$ cat src/rtl/oai31_bist_pkg.sv
// Shared types and constants for the oai31 self-test driver/checker.
// Holds the FSM encoding, the vector count and the cell's reference function.
package oai31_bist_pkg;

    typedef enum logic [1:0] {IDLE, RUN, SAMPLE, FIN} state_t;

    localparam int         NUM_VEC    = 16;
    localparam logic [7:0] ARC_EXPECT = 8'hFE;

    // Golden oai31 response for A-code k = {A1,A2,A3} and input B.
    function automatic logic exp_zn(input logic [2:0] k, input logic b);
        return ~((|k) & b);
    endfunction

endpackage

$ cat src/rtl/oai31_bist_satcnt.sv
// Saturating up-counter with synchronous clear; holds at all-ones.
module oai31_bist_satcnt #(
    parameter int WIDTH = 8
) (
    input  logic             i_clk,
    input  logic             i_rst,
    input  logic             i_clr,
    input  logic             i_inc,
    output logic [WIDTH-1:0] o_count
);

    localparam logic [WIDTH-1:0] ONE = WIDTH'(1);

    logic [WIDTH-1:0] r_count;

    // NOTE: state is updated with <= so every flop samples pre-edge values.
    always_ff @(posedge i_clk or posedge i_rst) begin
        if (i_rst) begin
            r_count <= '0;
        end else if (i_clr) begin
            r_count <= '0;
        end else if (i_inc && (r_count != '1)) begin
            r_count <= r_count + ONE;
        end
    end

    assign o_count = r_count;

endmodule

$ cat src/rtl/gf180mcu_fd_sc_mcu7t5v0__oai31_bist.sv
// Walks an oai31 cell through all 16 input vectors, samples ZN after SETTLE
// cycles, counts mismatches and records which B->ZN arcs were verified.
module gf180mcu_fd_sc_mcu7t5v0__oai31_bist
    import oai31_bist_pkg::*;
#(
    parameter int SETTLE = 1,
    parameter int CNT_W  = 8
) (
    input  logic             CLK,
    input  logic             RST,
    input  logic             START,
    output logic             A1,
    output logic             A2,
    output logic             A3,
    output logic             B,
    input  logic             ZN,
    output logic             BUSY,
    output logic             DONE,
    output logic             PASS,
    output logic [CNT_W-1:0] ERR_CNT,
    output logic [7:0]       ARC_MASK
);

    localparam logic [3:0] HOLD_LAST = 4'(SETTLE - 1);
    localparam logic [3:0] VEC_LAST  = 4'(NUM_VEC - 1);

    state_t     r_state;
    state_t     w_next;
    logic [3:0] r_vec;
    logic [3:0] r_hold;
    logic [7:0] r_b0_ok;
    logic [7:0] r_arc;

    logic [2:0] w_k;
    logic       w_b;
    logic       w_exp;
    logic       w_match;
    logic       w_start;
    logic       w_sample;
    logic       w_busy;
    logic       w_done;

    assign w_k      = r_vec[3:1];
    assign w_b      = r_vec[0];
    assign w_exp    = exp_zn(w_k, w_b);
    // NOTE: === so an X or Z on ZN is a mismatch rather than a silent pass.
    assign w_match  = (ZN === w_exp);
    assign w_start  = START && ((r_state == IDLE) || (r_state == FIN));
    assign w_sample = (r_state == SAMPLE);

    always_ff @(posedge CLK or posedge RST) begin
        if (RST) begin
            r_state <= IDLE;
        end else begin
            r_state <= w_next;
        end
    end

    // NOTE: default assignment first so no path through this block infers a latch.
    always_comb begin
        w_next = r_state;
        case (r_state)
            IDLE:    if (START) w_next = RUN;
            RUN:     if (r_hold == HOLD_LAST) w_next = SAMPLE;
            SAMPLE:  w_next = (r_vec == VEC_LAST) ? FIN : RUN;
            FIN:     if (START) w_next = RUN;
            default: w_next = IDLE;
        endcase
    end

    always_comb begin
        w_busy = (r_state == RUN) || (r_state == SAMPLE);
        w_done = (r_state == FIN);
    end

    // Vector walk plus per-code B=0 match flags feeding the arc mask.
    always_ff @(posedge CLK or posedge RST) begin
        if (RST) begin
            r_vec   <= '0;
            r_hold  <= '0;
            r_b0_ok <= '0;
            r_arc   <= '0;
        end else if (w_start) begin
            r_vec   <= '0;
            r_hold  <= '0;
            r_b0_ok <= '0;
            r_arc   <= '0;
        end else if (r_state == RUN) begin
            r_hold <= r_hold + 4'd1;
        end else if (w_sample) begin
            r_hold <= '0;
            if (r_vec != VEC_LAST) begin
                r_vec <= r_vec + 4'd1;
            end
            if (!w_b) begin
                r_b0_ok[w_k] <= w_match;
            end else if (w_match && r_b0_ok[w_k] && (w_exp != exp_zn(w_k, 1'b0))) begin
                r_arc[w_k] <= 1'b1;
            end
        end
    end

    oai31_bist_satcnt #(
        .WIDTH (CNT_W)
    ) u_err_cnt (
        .i_clk   (CLK),
        .i_rst   (RST),
        .i_clr   (w_start),
        .i_inc   (w_sample && !w_match),
        .o_count (ERR_CNT)
    );

    assign A1       = w_busy & r_vec[3];
    assign A2       = w_busy & r_vec[2];
    assign A3       = w_busy & r_vec[1];
    assign B        = w_busy & r_vec[0];
    assign BUSY     = w_busy;
    assign DONE     = w_done;
    assign ARC_MASK = r_arc;
    assign PASS     = w_done && (ERR_CNT == '0) && (r_arc == ARC_EXPECT);

endmodule

$ cat config.mk
export PLATFORM = sky130hd
export DESIGN_NAME = gf180mcu_fd_sc_mcu7t5v0__oai31_bist
export DESIGN_NICKNAME = d
export VERILOG_FILES = /design/src/rtl/oai31_bist_pkg.sv /design/src/rtl/oai31_bist_satcnt.sv /design/src/rtl/gf180mcu_fd_sc_mcu7t5v0__oai31_bist.sv
export SDC_FILE = /design/constraint.sdc
export NUM_CORES = 1
export LEC_CHECK = 0
export ABC_AREA = 1
export CELL_PAD_IN_SITES_DETAIL_PLACEMENT = 1
export CELL_PAD_IN_SITES_GLOBAL_PLACEMENT = 1
export CORE_MARGIN = 4
export CORE_UTILIZATION = 40
export CTS_CLUSTER_SIZE = 20
export DETAILED_ROUTE_END_ITERATION = 8
export PLACE_DENSITY = 0.83
export SLEW_MARGIN = 20
export SYNTH_ARGS = -nofsm -noshare
export SYNTH_HDL_FRONTEND = slang
export SYNTH_SLANG_ARGS = --single-unit
$ cat constraint.sdc
create_clock -name CLK -period 2.2 [get_ports CLK]
set_input_delay 0.66 -clock CLK [delete_from_list [all_inputs] [get_ports CLK]]
set_output_delay 0.66 -clock CLK [all_outputs]
set_load 0.01 [all_outputs]
### Yosys cells after proc, flatten, opt, wreduce, memory -nomap -nowiden

Index checks and enable logic that the tools add are counted.

* order comparisons: 2
* multiplexer cells: 27
* add/subtract/negate cells: 3
* reduce and logical (&&, ||, !) cells: 26
* equality and inequality tests: 12
* bitwise operators: 7

Operator list (count)
* $mux W8: 11
* $mux W4: 7
* $reduce_bool A2 Y1: 5
* $add A4 B1 Y4 const B: 2
* $add A8 B1 Y8 const B: 1
* $bwmux W8: 1
* $eq A8 B8 Y1 const B: 1
* $logic_and A1 B1 Y1: 8
* $logic_not A8 Y1: 1
* $ne A8 B8 Y1 const B: 1
* $or A8 B8 Y8: 1
* $mux W2: 3
* $ne A2 B1 Y1 const B: 3
* $pmux W2 S3: 1
* $reduce_and A3 Y1: 2
* $and A1 B1 Y1: 5
* $eq A2 B2 Y1 const B: 2
* $eq A4 B4 Y1 const B: 1
* $logic_not A4 Y1: 1
* $lt A3 B4 Y1 const B: 1
* $ne A4 B4 Y1 const B: 1
* $reduce_and A4 Y1: 1
* $bmux W1 S3: 1
* $demux W1 S3: 1
* other kinds (13): 15

* flip-flop bits (word level): 34

### Longest topological paths before layout

* depth in word-level cells: 11
* mapped depth: 11
* depth with buffers taken out: 10

### Hierarchy

A second synthesis with hierarchy kept.

* cells, all modules: 264
* area, all modules: 1989.4 µm²

Modules (own cells, without submodules)
* gf180mcu_fd_sc_mcu7t5v0__oai31_bist: area each 1482.7 µm², cells an instance 195, times used 1
* oai31_bist_satcnt: area each 506.7 µm², cells an instance 69, times used 1

### Worst setup path before layout

OpenSTA, ideal clock, no wires.

* path type: flip-flop to output port
* from: register u_err_cnt.r_count[0], in the netlist u_err_cnt.o_count[0]
* to: output PASS
* stages on the path, launching flop included: 5
* data arrival time: 1.172 ns
* setup slack: 0.368 ns
* cells stage by stage: dfrtp_1 -> inv_1 -> ha_1 -> nand4_1 -> nor4_1

* word-level cells in the longest chain between the ends: 3

RTL lines
* start: declaration: line oai31_bist_satcnt.sv:14 `logic [WIDTH-1:0] r_count;`
* start signal: assignment: line oai31_bist_satcnt.sv:23 `r_count <= r_count + ONE;`
* $logic_not A8 Y1: line gf180mcu_fd_sc_mcu7t5v0__oai31_bist.sv:120 `assign PASS = w_done && (ERR_CNT == '0) && (r_arc == ARC_EXPECT);`
* $logic_and A1 B1 Y1 (2 in series): line gf180mcu_fd_sc_mcu7t5v0__oai31_bist.sv:120
* end: declaration: line gf180mcu_fd_sc_mcu7t5v0__oai31_bist.sv:19 `output logic PASS,`

No other way between the ends.

### Final worst setup path

* from: register r_state[0]
* to: output BUSY

* word-level cells in the longest chain between the ends: 2
* elaborated cells between the ends (all ways): 3

RTL lines
* start: declaration: line gf180mcu_fd_sc_mcu7t5v0__oai31_bist.sv:27 `state_t r_state;`
* start signal: assignment: line gf180mcu_fd_sc_mcu7t5v0__oai31_bist.sv:55 `r_state <= w_next;`
* $eq A2 B1 Y1 / $eq A2 B2 Y1 (equally long branches): line gf180mcu_fd_sc_mcu7t5v0__oai31_bist.sv:72 `w_busy = (r_state == RUN) || (r_state == SAMPLE);`
* $logic_or A1 B1 Y1 (*): line gf180mcu_fd_sc_mcu7t5v0__oai31_bist.sv:72
* end: declaration: line gf180mcu_fd_sc_mcu7t5v0__oai31_bist.sv:17 `output logic BUSY,`

Every way passes the cells marked *; elsewhere a longest branch is shown, timed or not.

==> flow_summary_export.csv <==
group,metric,value,unit
run_status,status,"finished, final reports clean",
layout,layout-drive-gt1-share,17.63,%
synth,syn-mean-instance-area,7.805,um2
grt,grt_pass1_vias,2165,
sta,finalSetupTns,0,ns
grt,overflow,0,
synth,synth-compound-area-share,8.530,%
synth,synth_top_family_by_area,"simple AND/OR/NAND/NOR gates",
critical_path,rrSetupSlack,0.34,ns
layout,fillers,637,
synth,synth-seq-cells,33,
die,io_pins,27,
synth,ys_async_sr_fraction,100.0,%
clock_network,clk_latency,0.30,ns
critical_path,cp_top_family,"buffers and inverters",
sta,drv_slew,0,
pwr,leakage,1.303,nW
clock_network,root_buffer,"clkbuf_8",
critical_path,cp_slowest_cell,"dfrtp_1",
sta,fin_crit,2.073,ns
critical_path,required,1.54,ns
critical_path,cp_max_fo,6,
synth,syn_nets,278,
sta,setup_viol,0,
synth,postSynthCellCount,265,
drt,ant_nets,0,
grt,grt_usage,21.17,%
sta,rsz0062_at_grt,"false",
critical_path,rr_startpoint,"r_state[0]",
grt,grt_util_met1,25.81,%
synth,synth_area,2068,um2
layout,stdcell_count,379,
die,die-area,6385,um2
critical_path,crit_end,"BUSY",
pwr,power_density,1145,nW/um2
layout,final_core_util,53.95,%
synth,synth_commonest_cells,"nand2_1 (50), dfrtp_1 (33), nand3_1 (33)",
grt,grt_max_degree,34,
synth,synth_edf_count,0,
place,port_buffers,26,
drt,drtPass1Iterations,4,
synth,yosysTopAreaCellShare,39.93,%
sta,finalClockSkew,0.003921,ns
critical_path,r2r_cells,11,
sta,relSlewSlack,61.24,%
layout,nNetsFinal,324,
place,placedCellCount,371,
synth,synth_area_leader_cell,"dfrtp_1",
drt,remaining_drc_errors,0,
drt,drtIter0Drc,94,
clock_network,cts_tree,"done",
clock_network,path_clk_slew,0.07,ns
critical_path,worst_path_largest_cell_delay,0.40,ns
drt,wl,5.989,mm
critical_path,startpoint_type,"flop",
clock_network,cts_buffers,5,
pwr,vdd.ir_drop.worst,1.057,mV
sta,fin_crit_sh,94.22,%
clock_network,clock_tree.buffer_depth,2,
layout,diodes,0,
place,dpl.hpwl,4.278,mm
synth,synthDistinctLibCells,29,
clock_network,cts.sinks,33,
synth,synth.area.top_cells,"dfrtp_1 (40%), nand2_1 (9.1%), nand3_1 (8.0%)",
synth,ys_seq_area_share,39.93,%
synth,synth_adder_area_share,5.445,%
die,core-area,4880,um2
critical_path,crit_arrival,1.41,ns
sta,maxClockFrequency,482.5,MHz
critical_path,critical_path_depth,4,
synth,synthXorXnorAreaFrac,2.117,%
die,die_w,79.91,um
die,rows,25,
grt,grt_pass1_wl,10.41,mm
grt,grt_busiest_layer,"met2",
worst_hold_path,hold_class,"flop to flop",
critical_path,worstSetupPathType,"flop to primary output",
layout,area_growth,27.28,%
place,place.gp.congestion,0.7718,
die,die_h,79.91,um
synth,synthFlopType,"dfrtp_1",
drt,drt-wirelength-per-cell,15.80,um
sta,worst_pin_slew,0.5814,ns
drt,vias,1977,
synth,synth_most_common_cell,"nand2_1",
synth,synthMuxAreaShare,0,%
critical_path,cp-startpoint,"r_state[0]",
grt,antenna_found_initial,0,
die,start_util,42.38,%
critical_path,worstReg2RegEnd,"ARC_MASK[2]",
synth,yosysWarnings,0,
critical_path,cp-end-kind,"primary output",
critical_path,crit_top_cell,"inv_1",
flow_run,maxCapViolCount,0,
synth,synth-simple-area-share,36.06,%
grt,gr-usage-met3,3.273,%
clock_network,h-tree-depth,2,
critical_path,crit_chain,"inv_1 -> ha_4 -> inv_1 -> dlygate4sd2_1",
clock_network,cts_hold_buf,0,
drt,vias_per_cell,5.216,
grt,use_met2,37.09,%
critical_path,path_buf_inv,3,
sta,final_hold_viol_count,0,
==> what timing repair did <==
item / 4_1_cts / 5_1_grt
buffers inserted: 0 / 0
resized for setup: 11 / 11
setup endpoints to repair: 7 / 6
pin swaps: 1 / 0
==> state kept, by name (all words and copies together), names as in the netlist <==
register and flops:
ARC_MASK 8, u_err_cnt.o_count 8, r_b0_ok 7, r_hold 4, r_vec 4, r_state 2
==> logic make-up after synthesis <==
family / count (synthesis)
and+or+nand+nor: 148
DFF: 33
adders and majority gates: 9
AOI/OAI and AO/OA: 29
xor gates and xnor gates: 5
buffers and inverters: 41
==> where the power goes <==
| group | switching, mW | total (mW) | internal, mW |
|---|---|---|---|
| Combinational | 1.01 | 1.59 | 0.579 |
| Clock | 0.248 | 0.617 | 0.369 |
| Sequential | 0.0872 | 0.805 | 0.717 |
==> worst register-to-register path, delay by kind of cell, from the launching register on <==
family	cells	cell delay, ns
AND/OR/NAND/NOR	7	0.73
adder cells (fa/ha/maj)	1	0.31
buffers and inverters	2	0.23
flip-flops	1	0.37
AO/OA/AOI/OAI	1	0.14
==> worst min-delay path by stage <==
| stage | start | end | depth (start not counted) |
|---|---|---|---|
| floorplan | r_b0_ok[1] | r_b0_ok[1] | 2 |
| global placement | ARC_MASK[0] | ARC_MASK[0] | 2 |
| detailed placement | ARC_MASK[0] | ARC_MASK[0] | 2 |
| CTS | ARC_MASK[0] | ARC_MASK[0] | 2 |
| global route | ARC_MASK[0] | ARC_MASK[0] | 2 |
| finish | ARC_MASK[0] | ARC_MASK[0] | 2 |
==> area by class of cell <==
cell class,instances,area [um2],area share (%)
inverter,35,133.9,5.086
clock inverter,1,30.03,1.141
timing repair buffer,45,375.4,14.26
clock buffer,7,86.33,3.279
multi-input combinational,191,1097,41.68
tap,67,83.83,3.184
sequential,33,825.8,31.37
==> metal layers <==
| metal | up-vias | part of all wire [%] | routed length [um] |
|---|---|---|---|
| met3 | 8 | 3.6 | 214 |
| met5 | - | 0 | 0 |
| met4 | 0 | 1.6 | 97 |
| met2 | 33 | 52 | 3091 |
| li1 | 958 | - | - |
| met1 | 978 | 43 | 2585 |
==> through the flow <==
stage,hold slack (ns),power (mW),area (um2),worst slack (ns)
final,0.5211,3.014,2633,0.1273
after global routing,0.5703,3.252,2633,0.03920
after CTS,0.5243,3.000,2638,0.01198
after detailed placement,0.5105,2.372,2525,-0.04415
after global placement,0.5010,2.313,2525,-0.005588
after floorplan,0.5102,1.785,2068,0.3676
==> cells in the final DEF (no fill, tap or decap), types with 2 or more instances in the layout <==
| cell type | n |
|---|---|
| a21oi_1 | 11 |
| buf_4 | 19 |
| clkbuf_2 | 4 |
| clkbuf_8 | 6 |
| clkdlybuf4s50_1 | 19 |
| dfrtp_1 | 33 |
| dlygate4sd2_1 | 2 |
| ha_1 | 8 |
| inv_1 | 29 |
| inv_2 | 4 |
| nand2_1 | 50 |
| nand2_4 | 7 |
| nand3_1 | 33 |
| nand3_2 | 2 |
| nand3b_1 | 2 |
| nand4_1 | 7 |
| nor2_1 | 28 |
| nor2_2 | 4 |
| nor3_1 | 11 |
| o21a_1 | 5 |
| o21ai_0 | 10 |
| o22ai_1 | 2 |
| xor2_1 | 5 |
Note: power is estimated with default switching activity, not from simulation.
